==> config.mk <==
export PLATFORM = sky130hd
export DESIGN_NAME = smart_downcounter
export DESIGN_NICKNAME = d
export VERILOG_FILES = /design/src/rtl/smart_downcounter.sv
export SDC_FILE = /design/constraint.sdc
export NUM_CORES = 1
export LEC_CHECK = 0
export CORE_UTILIZATION = 51
export CTS_CLUSTER_DIAMETER = 150
export CTS_CLUSTER_SIZE = 20
export DETAILED_ROUTE_END_ITERATION = 10
export GPL_TIMING_DRIVEN = 1
export PLACE_DENSITY = 0.76
export SYNTH_ARGS = -nofsm -noshare
export SYNTH_HDL_FRONTEND = slang
export SYNTH_SLANG_ARGS = --single-unit
export TNS_END_PERCENT = 20
==> constraint.sdc <==
create_clock -name clk -period 2.6 [get_ports clk]
set_input_delay 0.52 -clock clk [delete_from_list [all_inputs] [get_ports clk]]
set_output_delay 0.52 -clock clk [all_outputs]
set_load 0.1 [all_outputs]
==> src/rtl/smart_downcounter.sv <==
// smart_downcounter: loadable down-counter with one-shot and periodic modes.
// A reload register captures data_in on load; start launches or restarts a
// countdown, pause freezes it. Each 1->0 step emits a one-cycle zero_pulse.
// In one-shot mode the counter then parks in DONE. In periodic mode it shows
// 0 for one cycle and then reloads, giving a period of reload+1 cycles.
//
// Control priority each cycle: load > start > pause > normal count.
// All outputs come straight from registers or are decoded from the state
// register. fsm_state exposes the raw state encoding for observation:
// IDLE=0, RUN=1, HOLD=2, DONE=3.
module smart_downcounter #(
    parameter int WIDTH = 8
) (
    input  logic             clk,
    input  logic             reset,
    input  logic             load,
    input  logic [WIDTH-1:0] data_in,
    input  logic             start,
    input  logic             pause,
    input  logic             reload_en,
    output logic [WIDTH-1:0] count,
    output logic             busy,
    output logic             zero_pulse,
    output logic             done,
    output logic [1:0]       fsm_state
);

    typedef enum logic [1:0] {
        IDLE = 2'd0,
        RUN  = 2'd1,
        HOLD = 2'd2,
        DONE = 2'd3
    } state_t;

    localparam logic [WIDTH-1:0] CNT_ONE  = WIDTH'(1);
    localparam logic [WIDTH-1:0] CNT_ZERO = '0;

    state_t           state;
    state_t           state_next;
    logic [WIDTH-1:0] count_next;
    logic [WIDTH-1:0] reload_q;
    logic [WIDTH-1:0] reload_next;
    logic             pulse_next;

    // State, count, reload value and pulse registers; reset aborts everything at once.
    always_ff @(posedge clk or negedge reset) begin
        if (!reset) begin
            state      <= IDLE;
            count      <= CNT_ZERO;
            reload_q   <= CNT_ZERO;
            zero_pulse <= 1'b0;
        end else begin
            state      <= state_next;
            count      <= count_next;
            reload_q   <= reload_next;
            zero_pulse <= pulse_next;
        end
    end

    // Next-state and next-count decode in priority order load > start > pause > count.
    always_comb begin
        state_next  = state;
        count_next  = count;
        reload_next = reload_q;
        pulse_next  = 1'b0;

        if (load) begin
            count_next  = data_in;
            reload_next = data_in;
            state_next  = IDLE;
        end else if (start) begin
            case (state)
                IDLE: begin
                    // An empty counter has nothing to count down.
                    if (count != CNT_ZERO) begin
                        state_next = RUN;
                    end
                end
                DONE: begin
                    count_next = reload_q;
                    state_next = (reload_q != CNT_ZERO) ? RUN : IDLE;
                end
                default: begin
                    // RUN or HOLD: restart from the reload value.
                    count_next = reload_q;
                    state_next = RUN;
                end
            endcase
        end else begin
            case (state)
                RUN: begin
                    if (pause) begin
                        state_next = HOLD;
                    end else if (count == CNT_ONE) begin
                        // Terminal step; reload_en only matters on this edge.
                        count_next = CNT_ZERO;
                        pulse_next = 1'b1;
                        if (!reload_en) begin
                            state_next = DONE;
                        end
                    end else if (count == CNT_ZERO) begin
                        // Periodic mode: the zero cycle is over, reload.
                        count_next = reload_q;
                    end else begin
                        count_next = count - CNT_ONE;
                    end
                end
                HOLD: begin
                    if (!pause) begin
                        state_next = RUN;
                    end
                end
                default: begin
                    // IDLE and DONE hold their count.
                end
            endcase
        end
    end

    // Status levels decoded from the state register.
    always_comb begin
        busy      = (state == RUN) || (state == HOLD);
        done      = (state == DONE);
        fsm_state = state;
    end

endmodule

==> flow_summary.toml <==
[sta]
setup_viol = 0
finClkSkew_ns = 0.0109
finalCritPeriodShare_pct = 80.9
maxSlewViolCount = 0
fmax_mhz = 475
finalCriticalPeriod_ns = 2.10
holdWs_ns = 0.531
max_slew.worst_pin.slew_ns = 0.484
final-hold-violation-count = 0
grt_setup_unrepaired = "false"
tns_ns = 0
slew_headroom_pct = 67.6

[layout]
drive_above_1_share_pct = 22.0
finalNonFillerCells = 207
layout_common_cells = "dfrtp_1, buf_4, nor2_1, clkdlybuf4s50_1, a21oi_1"
post-route-cell-area_mm2 = 0.00167
syn2layout_area_growth_pct = 23.5
antenna_cells = 0
final_nets = 199

[global_route]
grt_pass1_vias = 1197
grt_use_met3_pct = 5.17
grt_pass1_wl_mm = 5.50
use_met2_pct = 40.4
grtUsageTotal_pct = 26.7
grtUsageMet1_pct = 37.9
grt_busiest_layer = "met2"
gr-total-overflow = 0
grt_max_degree = 20
antenna_found_initial = 0

[placement]
gp_congestion = 0.869
place_area_mm2 = 0.00164
io_buffers = 26
dp_hpwl_mm = 2.63
post-place-cells = 203

[routing]
drtPass1Iterations = 4
wl_per_cell_um = 16.6
ant_nets = 0
detail_route.iter0.violations = 34
finalWirelength_mm = 3.43
via_count = 1260
drc = 0
viasPerCell = 6.09

[worst_setup_path]
crit_path_end_kind = "output pin"
crit_slowest_cell = "dfrtp_1"
slowest_delay_ns = 0.49
crit_buf_inv = 2
crit_path_start = "fsm_state[0]"
worstPathRequired_ns = 2.08
crit_chain = "inv_1 > ha_2 > buf_4"
critPathLaunchType = "flip-flop"
critPathKind = "reg2out"
critPathArrivalTime_ns = 1.58
path_delay_family = "flip-flops"
r2r-start = "fsm_state[1]"
path_max_fanout = 6

[synthesis]
synth_cells = 147
synth.ff_latch_count = 19
synth-seq-area-share_pct = 35.2
synth_top_flop_cell = "dfrtp_1"
ys.warnings.count = 0
synth_enable_flop_cells = 0
synth.distinct_cells = 48
syn-cell-area_mm2 = 0.00135
syn_avg_cell_area_um2 = 9.20
synth-async-reset-ratio_pct = 100
syn-num-nets = 168

[power]
peakVddDrop_mv = 0.516
finalPower_mw = 1.21
p_leak_nw = 0.696
powerDensity_mw_per_mm2 = 721

[hold_path]
hp-class = "in2async"

[clocking]
cts_made_buffers = 3
clockBufferDepth = 2
cts_hold_buf = 0
clock_latency_ns = 0.30
post_cts_buffers = 0
cts_resized = 0
clk_root_buffer_cell = "clkbuf_4"
clk_pin_slew_ns = 0.12
cts_tree = "yes"
cts.sinks = 19
htree_levels = 1

[floorplanning]
die_area_mm2 = 0.00286
io_pins = 27
fp.dieH_um = 53.5
row_count = 18
start_util_pct = 54.1
core_area_mm2 = 0.00250
die_x_um = 53.5

[run_status]
status = "finished clean"

[job]
max-cap-violations = 0
## synthesized netlist by cell type (2+ instances only)
| cell type | instances | area share (%) |
|---|---|---|
| a211oi_1 | 5 | 2.8 |
| a21oi_1 | 10 | 3.7 |
| a221o_1 | 2 | 1.5 |
| a31oi_1 | 3 | 1.4 |
| and3_1 | 2 | 0.92 |
| clkbuf_1 | 5 | 1.4 |
| dfrtp_1 | 19 | 35 |
| ha_1 | 7 | 6.5 |
| inv_1 | 9 | 2.5 |
| mux2_2 | 6 | 5.0 |
| mux2i_1 | 3 | 2.2 |
| nand2_1 | 6 | 1.7 |
| nand3_1 | 2 | 0.74 |
| nor2_1 | 17 | 4.7 |
| nor2b_1 | 2 | 0.92 |
| nor3_1 | 5 | 1.8 |
| nor3b_1 | 3 | 1.7 |
| nor4_1 | 3 | 1.4 |
| nor4b_1 | 2 | 1.3 |
| o21ai_0 | 4 | 1.5 |
| o31ai_1 | 2 | 1.1 |
| or2_2 | 3 | 1.4 |
| or3_1 | 2 | 0.92 |
## through the flow
| stage | util (%) | setup WS [ns] |
|---|---|---|
| floorplan | - | 0.0424 |
| global placement | 65.7 | 0.261 |
| detailed placement | 65.7 | 0.169 |
| CTS | 66.8 | 0.501 |
| global route | 66.8 | 0.351 |
| finish | 66.8 | 0.496 |
## final timing paths
path | end | slack (ns) | cells after the start
setup / recovery | busy | 0.50 | 3
setup reg to reg | fsm_state[1] | 0.57 | 6
hold / removal | count[6] | 0.53 | 2
hold reg to reg | reload_q[5] | 0.59 | 1
min in group clk | reload_q[5] | 0.59 | 1
max in group asynchronous | reload_q[5] | 1.85 | 2
## power breakdown
| group | switching, mW | leakage [nW] | internal, mW |
|---|---|---|---|
| sequential | 0.0796 | 0.226 | 0.338 |
| clock | 0.0969 | 0.0177 | 0.0572 |
| combinational | 0.451 | 0.453 | 0.183 |
## layer usage
metal / up-vias / share of wire [%]
li1: 610 / -
met4: 0 / 1.2
met1: 610 / 48
met3: 6 / 4.8
met5: - / 0
met2: 34 / 46
## state kept, by name, indices dropped and copies added (netlist names)
name        cells
count           8
fsm_state       2
reload_q        8
zero_pulse      1
## area by class of cell
| class | count | area [µm²] |
|---|---|---|
| Inverter | 9 | 33.8 |
| Timing Repair Buffer | 32 | 273 |
| Sequential cell | 19 | 475 |
| Fill cell | 229 | 830 |
| Clock buffer | 3 | 22.5 |
| Tap cell | 30 | 37.5 |
| Clock inverter | 1 | 5.00 |
| Multi-Input combinational cell | 113 | 823 |
## cells by family after synthesis
family / synth area share [%]
AND/OR/NAND/NOR: 25.2
multiplexers: 7.22
flip-flops: 35.2
XOR/XNOR: 1.30
buffers and inverters: 4.16
AO/OA/AOI/OAI: 20.5
adder cells (fa/ha/maj): 6.48
No activity file was read; power rests on OpenSTA's default activity.
==> patch 1: new RTL, same settings <==
Add an input register stage for `load`, `data_in`, `start`, `pause` and `reload_en`, without a reset; this delays them by one clock. Comments in the files are not updated.
--- a/src/rtl/smart_downcounter.sv
+++ b/src/rtl/smart_downcounter.sv
@@ -35,6 +35,20 @@
     localparam logic [WIDTH-1:0] CNT_ONE  = WIDTH'(1);
     localparam logic [WIDTH-1:0] CNT_ZERO = '0;
 
+    logic load_q;
+    logic [WIDTH-1:0] data_q;
+    logic start_q;
+    logic pause_q;
+    logic reload_en_q;
+
+    always_ff @(posedge clk) begin
+        load_q      <= load;
+        data_q      <= data_in;
+        start_q     <= start;
+        pause_q     <= pause;
+        reload_en_q <= reload_en;
+    end
+
     state_t           state;
     state_t           state_next;
     logic [WIDTH-1:0] count_next;
@@ -64,11 +78,11 @@
         reload_next = reload_q;
         pulse_next  = 1'b0;
 
-        if (load) begin
-            count_next  = data_in;
-            reload_next = data_in;
+        if (load_q) begin
+            count_next  = data_q;
+            reload_next = data_q;
             state_next  = IDLE;
-        end else if (start) begin
+        end else if (start_q) begin
             case (state)
                 IDLE: begin
                     // An empty counter has nothing to count down.
@@ -89,13 +103,13 @@
         end else begin
             case (state)
                 RUN: begin
-                    if (pause) begin
+                    if (pause_q) begin
                         state_next = HOLD;
                     end else if (count == CNT_ONE) begin
                         // Terminal step; reload_en only matters on this edge.
                         count_next = CNT_ZERO;
                         pulse_next = 1'b1;
-                        if (!reload_en) begin
+                        if (!reload_en_q) begin
                             state_next = DONE;
                         end
                     end else if (count == CNT_ZERO) begin
@@ -106,7 +120,7 @@
                     end
                 end
                 HOLD: begin
-                    if (!pause) begin
+                    if (!pause_q) begin
                         state_next = RUN;
                     end
                 end
Check against the original RTL: not equivalent (Yosys sat finds a counterexample within 4 cycles, from zero or initial values and one cycle with reset low).
==> patch 1 against the unedited design <==
Die area rose by 12%. Hold slack worse by 0.058 ns. Sequential cell count up 12. Largest cell class unchanged. Via count up 0.40%. Final area rose by 11%. Area after synthesis rose by 12%. Critical path depth rose by 3. Setup slack better by 0.012 ns. Cell count is the same. Wire length decreased by 4.0%. Global-route usage decreased by 3.2 points. Power grew 26%. Clock skew increased by 0.0056 ns.
==> patch 1: results <==
# TYPE chip_impl_metric gauge
chip_impl_metric{name="wl_met3",unit="um"} 179
chip_impl_info{name="element_type_at_the_critical_path_end",value="flip-flop"} 1
chip_impl_metric{name="vdd_ir_drop_max",unit="mV"} 0.644
chip_impl_metric{name="global_route_wire_length_before_repair",unit="mm"} 5.72
chip_impl_metric{name="global_route.usage.total",unit="%"} 23.6
chip_impl_metric{name="timing.max_slew.rel_slack",unit="%"} 57.0
chip_impl_metric{name="route.vias.total",unit=""} 1265
chip_impl_info{name="outcome",value="completed"} 1
chip_impl_metric{name="path_max_fanout",unit=""} 7
chip_impl_metric{name="first_global_vias",unit=""} 1215
chip_impl_metric{name="met1_wire_length",unit="mm"} 1.47
chip_impl_metric{name="gpl.final_weighted_congestion",unit=""} 0.893
chip_impl_info{name="synthTopCellsByCount",value="19 x sky130_fd_sc_hd__dfrtp_1, 12 x sky130_fd_sc_hd__dfxtp_1, 8 x sky130_fd_sc_hd__mux2_2, 8 x sky130_fd_sc_hd__nor2_1"} 1
chip_impl_info{name="critical_path_source",value="count[1]"} 1
chip_impl_metric{name="smallest_hold_slack",unit="ns"} 0.473
chip_impl_metric{name="vias_per_cell",unit=""} 6.11
chip_impl_metric{name="worst_skew_pair.late_latency",unit="ns"} 0.33
chip_impl_metric{name="postSynth.asyncResetShare",unit="%"} 61.3
chip_impl_metric{name="synth.net_count",unit=""} 164
chip_impl_metric{name="detailed_place_hpwl",unit="mm"} 2.52
chip_impl_metric{name="fin_worst_skew",unit="ns"} 0.0165
chip_impl_metric{name="synth_seq_area_share",unit="%"} 47.0
chip_impl_metric{name="layout-drive-gt1-share",unit="%"} 22.2
chip_impl_metric{name="clock_tree.htree_level_count",unit=""} 2
chip_impl_metric{name="cts-buffers-inserted",unit=""} 5
chip_impl_metric{name="setup.reg_to_reg.worst_slack",unit="ns"} 0.51
chip_impl_metric{name="route.final.wire_length",unit="mm"} 3.29
## patch 1: layer usage
layer | global-route usage (%) | vias to the layer above
met2 | 37.3 | 38
met5 | 0 | -
met3 | 5.76 | 4
met1 | 31.1 | 614
met4 | 9.06 | 0
li1 | - | 609
## patch 1: tightest hold or removal path, stage by stage, from the launching register on
cell and delay (ns):
sky130_fd_sc_hd__dfxtp_1 0.32, sky130_fd_sc_hd__nand2_1 0.05, sky130_fd_sc_hd__o21ai_0 0.06
## patch 1: logic make-up after synthesis
logic type | Yosys count | share of synthesized area, %
compound gates | 39 | 18.9
fa+ha+maj | 7 | 5.76
simple gates | 44 | 17.2
mux | 9 | 6.58
xor+xnor | 3 | 1.73
buf+inv | 10 | 2.80
flops | 31 | 47.0
## patch 1: power by group through the flow
stage          registers, mW  clock network (mW)  logic [mW]
2_1_floorplan          0.827                   0       0.276
5_1_grt                0.635               0.291       0.670
4_1_cts                0.620               0.274       0.631
3_5_place_dp           0.630                   0       0.629
3_3_place_gp           0.628                   0       0.624
6_report               0.621               0.264       0.631
## patch 1: layout make-up
| class | count | area, um^2 | share of cell area, % |
|---|---|---|---|
| Timing Repair Buffer | 30 | 258 | 13.9 |
| Tap cell | 31 | 38.8 | 2.10 |
| Inverter | 5 | 18.8 | 1.01 |
| Sequential cell | 31 | 716 | 38.7 |
| Clock inverter | 2 | 12.5 | 0.676 |
| Clock buffer | 6 | 41.3 | 2.23 |
| Multi-Input combinational cell | 102 | 766 | 41.4 |
==> patch 2: new RTL, config.mk and constraints unchanged <==
Made on the original files. Set the parameter `WIDTH` to 12 (it was 8).
--- a/src/rtl/smart_downcounter.sv
+++ b/src/rtl/smart_downcounter.sv
@@ -9,7 +9,7 @@
 // register. fsm_state exposes the raw state encoding for observation:
 // IDLE=0, RUN=1, HOLD=2, DONE=3.
 module smart_downcounter #(
-    parameter int WIDTH = 8
+    parameter int WIDTH = 12
 ) (
     input  logic             clk,
     input  logic             reset,
Ports: changed (resized count and data_in); port bits go from 27 to 35. No check against the original RTL was run, so the function may have changed too.
==> patch 2 against the unedited design <==
Setup slack got worse by 0.29 ns. Critical endpoint is now count[8]. Area after synthesis increased by 24%. Final area increased by 24%. Wire length increased by 16%. Critical path type is now reg -> reg. Critical path depth increased by 4. Synthesized cell count increased by 22%. Power increased by 36%. Sequential cell count increased by 8.
==> patch 2: results <==
# TYPE chip_impl_metric gauge
chip_impl_metric{name="detailed_place_hpwl",unit="mm"} 3.02
chip_impl_metric{name="critPathArrivalTime",unit="ns"} 2.63
chip_impl_metric{name="synth.net_count",unit=""} 205
chip_impl_metric{name="xor_and_xnor_fraction_of_the_mapped_netlist_area",unit="%"} 3.13
chip_impl_metric{name="layout-drive-gt1-share",unit="%"} 24.4
chip_impl_info{name="synth_area_leaders",value="sky130_fd_sc_hd__dfrtp_1 40%, sky130_fd_sc_hd__mux2_2 7.4%, sky130_fd_sc_hd__nand2_1 6.0%, sky130_fd_sc_hd__ha_1 5.2%, sky130_fd_sc_hd__o221ai_1 3.7%"} 1
chip_impl_metric{name="synth_seq_area_share",unit="%"} 40.3
chip_impl_metric{name="initialDrtViolationCount",unit=""} 85
chip_impl_metric{name="vdd_ir_drop_max",unit="mV"} 0.560
chip_impl_metric{name="detail_route.wl_per_cell",unit="um"} 15.3
chip_impl_metric{name="synth_fa_ha_area_share",unit="%"} 5.22
chip_impl_metric{name="antenna_found_initial",unit=""} 0
chip_impl_info{name="slowest_stage",value="sky130_fd_sc_hd__or4b_2"} 1
chip_impl_metric{name="static_leakage_power",unit="nW"} 0.894
chip_impl_metric{name="synth-compound-area-share",unit="%"} 15.7
chip_impl_metric{name="grt_max_degree",unit=""} 28
chip_impl_metric{name="first_global_vias",unit=""} 1376
chip_impl_metric{name="final_net_count",unit=""} 243
chip_impl_metric{name="timing.critical_path.slowest_cell_delay",unit="ns"} 0.67
chip_impl_metric{name="worst_skew_pair.late_latency",unit="ns"} 0.34
chip_impl_metric{name="global_route_wire_length_before_repair",unit="mm"} 6.68
chip_impl_metric{name="post_synth_num_cell_types",unit=""} 40
chip_impl_metric{name="route.vias.total",unit=""} 1501
chip_impl_metric{name="place.port_buffers",unit=""} 34
chip_impl_metric{name="placement.cell_area",unit="um^2"} 2050
chip_impl_metric{name="fin_worst_skew",unit="ns"} 0.00521
chip_impl_metric{name="timing.max_slew.rel_slack",unit="%"} 69.4
chip_impl_info{name="outcome",value="completed"} 1
chip_impl_metric{name="gpl.final_weighted_congestion",unit=""} 0.919
-- patch 2: cell types whose count changed after synthesis, sizes merged, moves of 3 or more --
cell    unedited run  this run
a221o              2         5
nand3              2         6
mux2               6        11
a211oi             6         0
nand2              7        27
o221ai             0         7
xnor2              1         5
dfrtp             19        27
-- patch 2: path summary, 6_finish.rpt --
path | start | end | slack [ns] | depth (start not counted)
worst max-delay path | count[0] | count[8] | 0.21 | 7
worst min-delay path | reset | reload_q[11] | 0.53 | 2
worst max register to register | count[0] | count[8] | 0.21 | 7
worst min register to register | reload_q[1] | reload_q[1] | 0.59 | 1
max in group asynchronous | reset | count[0] | 1.79 | 2
min in group clk | reload_q[1] | reload_q[1] | 0.59 | 1
-- patch 2: per-stage QoR --
stage               utilization (%)  hold WS (ns)  cells  setup slack (ns)  power (mW)
global route                   67.6         0.538    261            0.0647        1.74
detailed placement             66.7         0.557    257             0.220        1.46
finish                         67.6         0.527    261             0.210        1.64
CTS                            67.6         0.534    261             0.185        1.64
floorplan                         -         0.224    180           -0.0431        1.25
global placement               66.7         0.544    257             0.307        1.44
-- patch 2: layout make-up --
cell class | instances | area, um^2 | share of cell area [%]
Multi-Input combinational cell | 138 | 942 | 45.3
Sequential cell | 27 | 678 | 32.6
Timing Repair Buffer | 41 | 350 | 16.8
Tap cell | 44 | 55.1 | 2.65
Inverter | 7 | 26.3 | 1.26
Clock buffer | 3 | 22.5 | 1.08
Clock inverter | 1 | 5.00 | 0.241
-- patch 2: worst max-delay path, delay by kind of cell, from the launching register on --
| family | cells | cell delay (ns) |
|---|---|---|
| AOI/OAI and AO/OA | 2 | 0.39 |
| xor gates and xnor gates | 1 | 0.15 |
| adders and majority gates | 1 | 0.24 |
| buffers and inverters | 1 | 0.11 |
| DFF | 1 | 0.49 |
| and+or+nand+nor | 2 | 0.93 |
-- patch 2: report_power, final --
part / switching, mW / total [mW] / internal, mW
logic: 0.601 / 0.874 / 0.272
clock network: 0.128 / 0.186 / 0.0580
registers: 0.0967 / 0.579 / 0.482
total: 0.826 / 1.64 / 0.812
-- patch 2: cells by family after synthesis --
kind of cell,after synthesis
flip-flops,27
XOR/XNOR,6
AND/OR/NAND/NOR,75
AO/OA/AOI/OAI,37
buffers and inverters,15
multiplexers,13
adder cells (fa/ha/maj),7
-- patch 2: routing by layer --
layer	wire, um	GRT usage [%]	vias to the layer above	share of wire, %
met5	0	0	-	0
met4	65	10.5	0	1.6
met3	289	5.68	7	7.3
met2	1900	40.3	67	48
met1	1730	35.6	700	43
li1	-	-	727	-
